File: config.mk
export PLATFORM = sky130hd
export DESIGN_NAME = bus_arbiter
export DESIGN_NICKNAME = d
export VERILOG_FILES = /design/src/rtl/bus_arbiter.sv
export SDC_FILE = /design/constraint.sdc
export NUM_CORES = 1
export LEC_CHECK = 0
export ABC_AREA = 1
export CELL_PAD_IN_SITES_DETAIL_PLACEMENT = 0
export CELL_PAD_IN_SITES_GLOBAL_PLACEMENT = 1
export CORE_MARGIN = 5
export CORE_UTILIZATION = 35
export CTS_BUF_LIST = sky130_fd_sc_hd__clkbuf_8
export CTS_CLUSTER_DIAMETER = 80
export CTS_CLUSTER_SIZE = 10
export DETAILED_ROUTE_END_ITERATION = 7
export PLACE_DENSITY = 0.78
export RECOVER_POWER = 50
export SYNTH_ARGS = -nofsm -noshare
export SYNTH_HDL_FRONTEND = slang
export SYNTH_SLANG_ARGS = --single-unit
File: constraint.sdc
create_clock -name clk -period 1.2 [get_ports clk]
set_input_delay 0.18 -clock clk [delete_from_list [all_inputs] [get_ports clk]]
set_output_delay 0.18 -clock clk [all_outputs]
set_load 0.01 [all_outputs]
File: src/rtl/bus_arbiter.sv
// Round-robin arbiter granting one of two masters a tenure on one of three slave ports.
// Every output is registered; a tenure ends on done, request withdrawal or timeout.
module bus_arbiter #(
  parameter int TIMEOUT = 1023
) (
  input  logic       clk,
  input  logic       reset,
  input  logic       m1_req,
  input  logic       m2_req,
  input  logic [1:0] m1_slave_sel,
  input  logic [1:0] m2_slave_sel,
  input  logic       m1_done,
  input  logic       m2_done,
  input  logic [2:0] slave_ready,
  output logic       m1_grant,
  output logic       m2_grant,
  output logic       bus_sel,
  output logic [2:0] slave_en,
  output logic       bus_busy,
  output logic       sel_err,
  output logic       timeout
);

  typedef enum logic [1:0] {
    IDLE       = 2'd0,
    WAIT_READY = 2'd1,
    GRANT      = 2'd2,
    RELEASE    = 2'd3
  } state_t;

  localparam logic [9:0] TCNT_LAST = 10'(TIMEOUT - 1);

  state_t     state, state_nxt;
  // owner and last_master use the bus_sel sense: 0 = master 1, 1 = master 2
  logic       owner, owner_nxt;
  logic       last_master, last_master_nxt;
  logic [1:0] tsel, tsel_nxt;
  logic [9:0] tcnt, tcnt_nxt;
  logic       bus_sel_nxt;
  logic       sel_err_nxt;
  logic       timeout_nxt;

  logic       winner;
  logic [1:0] winner_sel;
  logic       owner_req;
  logic       owner_done;
  logic [3:0] ready_ext;

  assign owner_req  = owner ? m2_req : m1_req;
  assign owner_done = owner ? m2_done : m1_done;
  assign ready_ext  = {1'b0, slave_ready};
  assign winner     = (m1_req && m2_req) ? ~last_master : m2_req;
  assign winner_sel = winner ? m2_slave_sel : m1_slave_sel;

  always_comb begin
    state_nxt       = state;
    owner_nxt       = owner;
    last_master_nxt = last_master;
    tsel_nxt        = tsel;
    tcnt_nxt        = tcnt;
    bus_sel_nxt     = bus_sel;
    sel_err_nxt     = 1'b0;
    timeout_nxt     = 1'b0;
    case (state)
      IDLE: begin
        if (m1_req || m2_req) begin
          owner_nxt   = winner;
          bus_sel_nxt = winner;
          tsel_nxt    = winner_sel;
          if (winner_sel == 2'd3) begin
            sel_err_nxt = 1'b1;
          end else begin
            state_nxt = WAIT_READY;
          end
        end
      end
      WAIT_READY: begin
        if (!owner_req) begin
          state_nxt = IDLE;
        end else if (ready_ext[tsel]) begin
          state_nxt = GRANT;
          tcnt_nxt  = '0;
        end
      end
      GRANT: begin
        tcnt_nxt = tcnt + 10'd1;
        // A completing owner takes priority over a coincident timeout
        if (owner_done || !owner_req) begin
          state_nxt = RELEASE;
        end else if (tcnt == TCNT_LAST) begin
          timeout_nxt = 1'b1;
          state_nxt   = RELEASE;
        end
      end
      RELEASE: begin
        last_master_nxt = owner;
        state_nxt       = IDLE;
      end
      default: state_nxt = IDLE;
    endcase
  end

  always_ff @(posedge clk or posedge reset) begin
    if (reset) begin
      state       <= IDLE;
      owner       <= 1'b0;
      last_master <= 1'b1;
      tsel        <= 2'd0;
      tcnt        <= '0;
      bus_sel     <= 1'b0;
      sel_err     <= 1'b0;
      timeout     <= 1'b0;
      m1_grant    <= 1'b0;
      m2_grant    <= 1'b0;
      slave_en    <= 3'b000;
      bus_busy    <= 1'b0;
    end else begin
      state       <= state_nxt;
      owner       <= owner_nxt;
      last_master <= last_master_nxt;
      tsel        <= tsel_nxt;
      tcnt        <= tcnt_nxt;
      bus_sel     <= bus_sel_nxt;
      sel_err     <= sel_err_nxt;
      timeout     <= timeout_nxt;
      m1_grant    <= (state_nxt == GRANT) && !owner_nxt;
      m2_grant    <= (state_nxt == GRANT) && owner_nxt;
      slave_en    <= (state_nxt == GRANT) ? (3'b001 << tsel_nxt) : 3'b000;
      bus_busy    <= (state_nxt != IDLE);
    end
  end

endmodule

======== Yosys cells after proc, flatten, opt, wreduce, memory -nomap -nowiden ========
Cells that the tools add are included.
word-level totals
  bits in registers ....................... 25
  bits of input ports ..................... 13
  output and inout port bits .............. 9
  word-level logic and storage cells ...... 63
operators by class
  add/sub/neg operators ................... 1
  $lt $le $gt $ge ......................... 1
  eq/ne operators ......................... 8
  shifts and indexed selects .............. 1
  multiplexer cells ....................... 27
  bitwise gates (word level) .............. 1
  reduce and logical (&&, ||, !) cells .... 12
operator list
  operator                                                     count
  2-to-1 mux 10 bit                                            2
  case mux 10 bit (2 select lines)                             1
  2-to-1 mux 2 bit                                             9
  2-to-1 mux 1 bit                                             12
  adder 10 x 1 -> 10 bit (second input constant)               1
  == test 10 bit (second input constant)                       1
  == test 2 bit (second input constant)                        4
  case mux 2 bit (4 select lines)                              1
  inequality test 2 bit (second input constant)                2
  nonzero test 2 bit                                           2
  logical AND 1 bit                                            3
  less-than comparator 2 x 3 -> 1 bit (second input constant)  1
  2-to-1 mux 3 bit                                             1
  AND reduction 3 bit                                          1
  << shifter 1 x 2 -> 3 bit (first input constant)             1
  binary-select mux 1 bit (select 2 bit)                       1
  == test 2 x 1 -> 1 bit (second input constant)               1
  zero test 1 bit                                              2
  zero test 2 bit                                              1
  logical OR 1 bit                                             2
  AND reduction 2 bit                                          1
  NOT 1 bit                                                    1

======== Logic depth before layout (Yosys ltp) ========
  word-level depth ........................ 9
  gate-level depth with buffers ........... 9
  depth with buffers taken out ............ 9

======== Worst setup path before layout ========
No wires, ideal clock.
  path type ............................... flip-flop to flip-flop
  start ................................... register last_master
  end ..................................... register m1_grant
  setup time .............................. 0.071 ns
  arrival ................................. 1.198 ns
  required time ........................... 1.129 ns
  path slack .............................. -0.069 ns
  cell stages (with the launch flop) ...... 9
  path buffers ............................ 0
  clock period less this slack ............ 1.269 ns
  path through ............................ dfstp_2 -> nand2_1 -> nand2_1 -> nand2_1 -> nand2_1 -> nand2_1 -> nand2_1 -> nand4_4 -> nor2_2
on the way
  longest elaborated chain between the ends .. 9
  elaborated cells on any way between the ends .. 12
  those cells by class .................... eq/ne (2); mux (7); bitwise (1); reduce/logical (2)
ends and longest elaborated chain
  what                             line  text
  start: declaration               36    logic last_master, last_master_nxt;
  start signal: assignment         120   last_master <= last_master_nxt;
  NOT 1 bit *                      52    assign winner = (m1_req && m2_req) ? ~last_master : m2_req;
  2-to-1 mux 1 bit *               52
  2-to-1 mux 2 bit                 53    assign winner_sel = winner ? m2_slave_sel : m1_slave_sel;
  == test 2 bit                    70    if (winner_sel == 2'd3) begin
  2-to-1 mux 2 bit                 70
  2-to-1 mux 2 bit                 66    if (m1_req || m2_req) begin
  case mux 2 bit (4 select lines)  64    case (state)
  == test 2 bit                    126   m1_grant <= (state_nxt == GRANT) && !owner_nxt;
  logical AND 1 bit *              126
  end signal: assignment           126
  end: declaration                 15    output logic m1_grant,
Mark *: on every way between the ends. The rest lies on a longest branch, timed or not.
A chain may end at the register's enable or synchronous reset.

======== Worst setup path in the final report ========
  start ................................... register last_master
  end ..................................... register m2_grant
on the way
  elaborated cells on any way between the ends .. 11
  those cells by class .................... eq/ne (2); mux (7); bitwise (1); reduce/logical (1)
RTL lines
  what                    line  text
  NOT 1 bit               52
  2-to-1 mux 1 bit        52
  2-to-1 mux 1 bit        66
  2-to-1 mux 1 bit        64
  net owner_nxt           35    logic owner, owner_nxt;
  logical AND 1 bit       127   m2_grant <= (state_nxt == GRANT) && owner_nxt;
  end signal: assignment  127
  end: declaration        16    output logic m2_grant,
The timed path passes the listed nets, and every way through them passes these cells.

==> impl_results.md <==
- First-pass GRT wire length: 5.02 mm
- Netlist Area Pre-Place: roughly 0.0012 sq mm
- Most used DFF post-synth: dfrtp_1
- Initial cell density of the core: between 30% and 40%
- Hold Buf Count CTS: 0
- Number of port buffers: 21
- Post-Syn Instances: approximately 150
- Sequential area share after synthesis: about half
- Clk pin slew, worst setup/hold paths: 0.09 ns
- Met3 WL: roughly 120 microns
- Worst setup path startpoint: last_master
- Slack of the critical path: -0.143 ns
- Cell Area, Placed: 0.00171 sq mm
- GRT Overall Usage: roughly 13%
- Routed WL: 3.08 mm
- Worst-margin pin slew: 0.627 ns
- Max-Cap Viols: 0
- Peak VDD IR: 0.00107 V
- Die ar.: 0.00484 sq mm
- Sink Count: 25
- Root Driver: clkbuf_8
- Clock buffer count from CTS: 3
- Clk_lat worst skew: 0.27 ns
- P_int: 2.44 mW
- Slew Viols, Final: 0
- Fin cells: ~260
- Worst EP required: 1.37 ns
- Register share of total power: 32.8%
- Crit-path most repeated cell: buf_4
- Setup Crit Path Kind: register to register
- FMAX: 744 MHz
- CP endpoint kind: register
- Syn-to-layout area delta: 61.1%
- CP peak stage delay: 0.57 ns
- Final Hold Violating Endpoints: 0
- Core ar.: around 0.0034 sq mm
- CP startpoint kind: register
- CTS tree: done
- Number of H-tree levels: 1
- Clock tree buffer depth: 2
- Mapped Nets: 164
- CP max-delay cell: dfstp_2
- CP Cell Sequence: nand2_4 -> buf_4 -> buf_4 -> nand3_1 -> o21ai_2 -> inv_1 -> nor2_2
- Final worst path period share: 112%
- Ranking of synthesized cells by area: dfrtp_1 (48%), nand2_1 (12%), inv_1 (6.7%), nand3_1 (5.6%), o21ai_0 (3.2%)
- Placed Cells: 240
- Initial antenna violation count: 0
- Met2 routed WL: 1.50 mm
- Final min period: 1.34 ns
- Worst-path maximum fanout: 4
- Met1 Wirelength: 1.42 mm
- Switching share of power: 39.8%
- Grt total ovfl: 0
- Syn_area_per_cell: between 8 and 9 sq um
- Synth cell types: 23
- Post-DP HPWL: 2.11 mm
- Gate power share: 54.9%
- Cell family with most CP delay: flip-flops
- DR vias/cell: 4.58
- Post-synth top cells: nand2_1 (41), dfrtp_1 (24), inv_1 (22), nand3_1 (14)
- HP Class: primary input to asynchronous set/reset pin
- Clk pwr share: between 10% and 20%
- Fin Clk Skew: ~0.0026 ns
- Final setup fails: 11
- Asr flop ratio synth: 100%
- Inserted Diodes: 0
- Final instance area: between 0.0015 and 0.002 sq mm
- DRT antenna net count: 0
- Failing checks: negative setup slack
- Die H: 69.6 microns
- Initial DRT Pass Iterations: 4
- LEAKAGE: around 1.0 nW
- Post-synth EDFFs: 0
- Pre-CTS setup slack: -0.397 ns
- Remaining DRCs: 0
- Worst path bufs/invs: 3
- PwrDens: a little over 2000 mW/mm^2
- Yosys warns: 0
- Iter 0 DRT Violations: 67
- RSZ-0062 raised after global routing: true
- Vias in the first global route: 1149
- Via count: 1167
- Slew HR: 58.2%
- Core Rows: 21
- Area share of the largest cell type after synthesis: 48.4%
- Leading area contributor after synthesis: dfrtp_1
- Routability cong.: between 0.8 and 0.9
- Synth Register Bits: 25
- Crit path DAT: 1.51 ns
- Count leader, synth: nand2_1
- # IOs: 22
- Per-cell routed wire length: around 12 microns
- Fraction of layout instances using a drive strength above 1: 46.9%
- Layout Nets: between 200 and 250
- Outcome: complete, but fails checks
- Die width: 69.6 microns
- Final Power: 4.06 mW
- Top routing layer in use: met4
- Psw: 1.61 mW
- Largest net degree at the start of global routing: 26
- Worst r2r src: last_master
area by class of cell:
class	instances	area [sq um]
clock buffers	3	41.3
clock inverters	1	3.75
fillers	290	1390
inverters	23	88.8
multi-input cells	101	702
flip-flops and latches	25	627
well taps	46	57.6
repair buffers	56	479
cell families (layout without fill, tap and decap cells):
family / count (synthesis) / count (layout) / share of synthesized area (%)
buffers and inverters: 23 / 83 / 6.96
flip-flops: 25 / 25 / 50.5
AO/OA/AOI/OAI: 17 / 17 / 7.66
adder cells (fa/ha/maj): 2 / 2 / 2.02
XOR/XNOR: 1 / 1 / 0.706
AND/OR/NAND/NOR: 81 / 81 / 32.2
flip-flops by register name, indices dropped and copies added (netlist names):
register,count
bus_sel,1
bus_busy,1
owner,1
tcnt,10
m2_grant,1
tsel,2
slave_en,3
state,2
sel_err,1
last_master,1
m1_grant,1
timeout,1
power by group through the flow:
stage          sequential [mW]  clock [mW]  combinational [mW]
2_1_floorplan             1.35           0               0.893
3_3_place_gp              1.30           0                1.70
3_5_place_dp              1.31           0                1.74
4_1_cts                   1.30       0.512                1.98
5_1_grt                   1.36       0.551                2.45
6_report                  1.33       0.501                2.23
timing repair:
action	CTS	global route
pin swaps	11	27
buffers inserted	8	5
resized for setup	38	38
endpoints found under the setup margin	27	19
final timing paths:
| check | to | slack (ns) | depth (start not counted) |
|---|---|---|---|
| max | m2_grant | -0.14 | 7 |
| min | tcnt[3] | 0.50 | 3 |
| max reg2reg | m2_grant | -0.14 | 7 |
| min reg2reg | last_master | 0.54 | 2 |
| max in group asynchronous | bus_sel | 0.30 | 3 |
| min in group clk | sel_err | 0.50 | 5 |
tightest hold or removal path: stages:
cell           delay [ns]
dlygate4sd3_1        0.53
inv_1                0.05
clkbuf_2             0.50
routing by layer:
layer / vias up / GRT usage (%)
met2: 18 / 19.8
met4: 0 / 5.64
met5: - / 0
li1: 595 / -
met1: 550 / 16.8
met3: 4 / 3.04
cells in the final DEF (no fill, tap or decap):
cell type	count
inv_2	9
ha_4	1
dlygate4sd3_1	1
dfrtp_1	24
nor3_2	1
ha_2	1
dlygate4sd2_1	11
o21ai_0	2
clkbuf_2	1
nand2_1	22
nand4_4	1
o21ai_2	4
and3_1	1
buf_8	1
nor2_2	6
nand3_2	6
a21oi_2	2
inv_4	1
a31oi_1	2
nand3_1	8
o21ai_1	5
clkdlybuf4s50_1	9
buf_6	4
xnor2_1	1
nand4_1	3
clkbuf_8	3
nand2_2	15
nor3_4	1
nor4_4	1
nor2_1	6
buf_4	29
nor2_4	3
a21oi_1	2
inv_1	14
nand2_4	7
dfstp_2	1
through the flow:
stage	setup TNS (ns)	utilization [%]	hold WS (ns)
floorplan	-0.139	-	0.207
global placement	-6.31	50.4	0.496
detailed placement	-6.70	50.4	0.519
CTS	-0.743	54.9	0.230
global route	-1.98	59.0	0.522
finish	-0.826	59.0	0.499
Power figures use the tool's default switching activity.
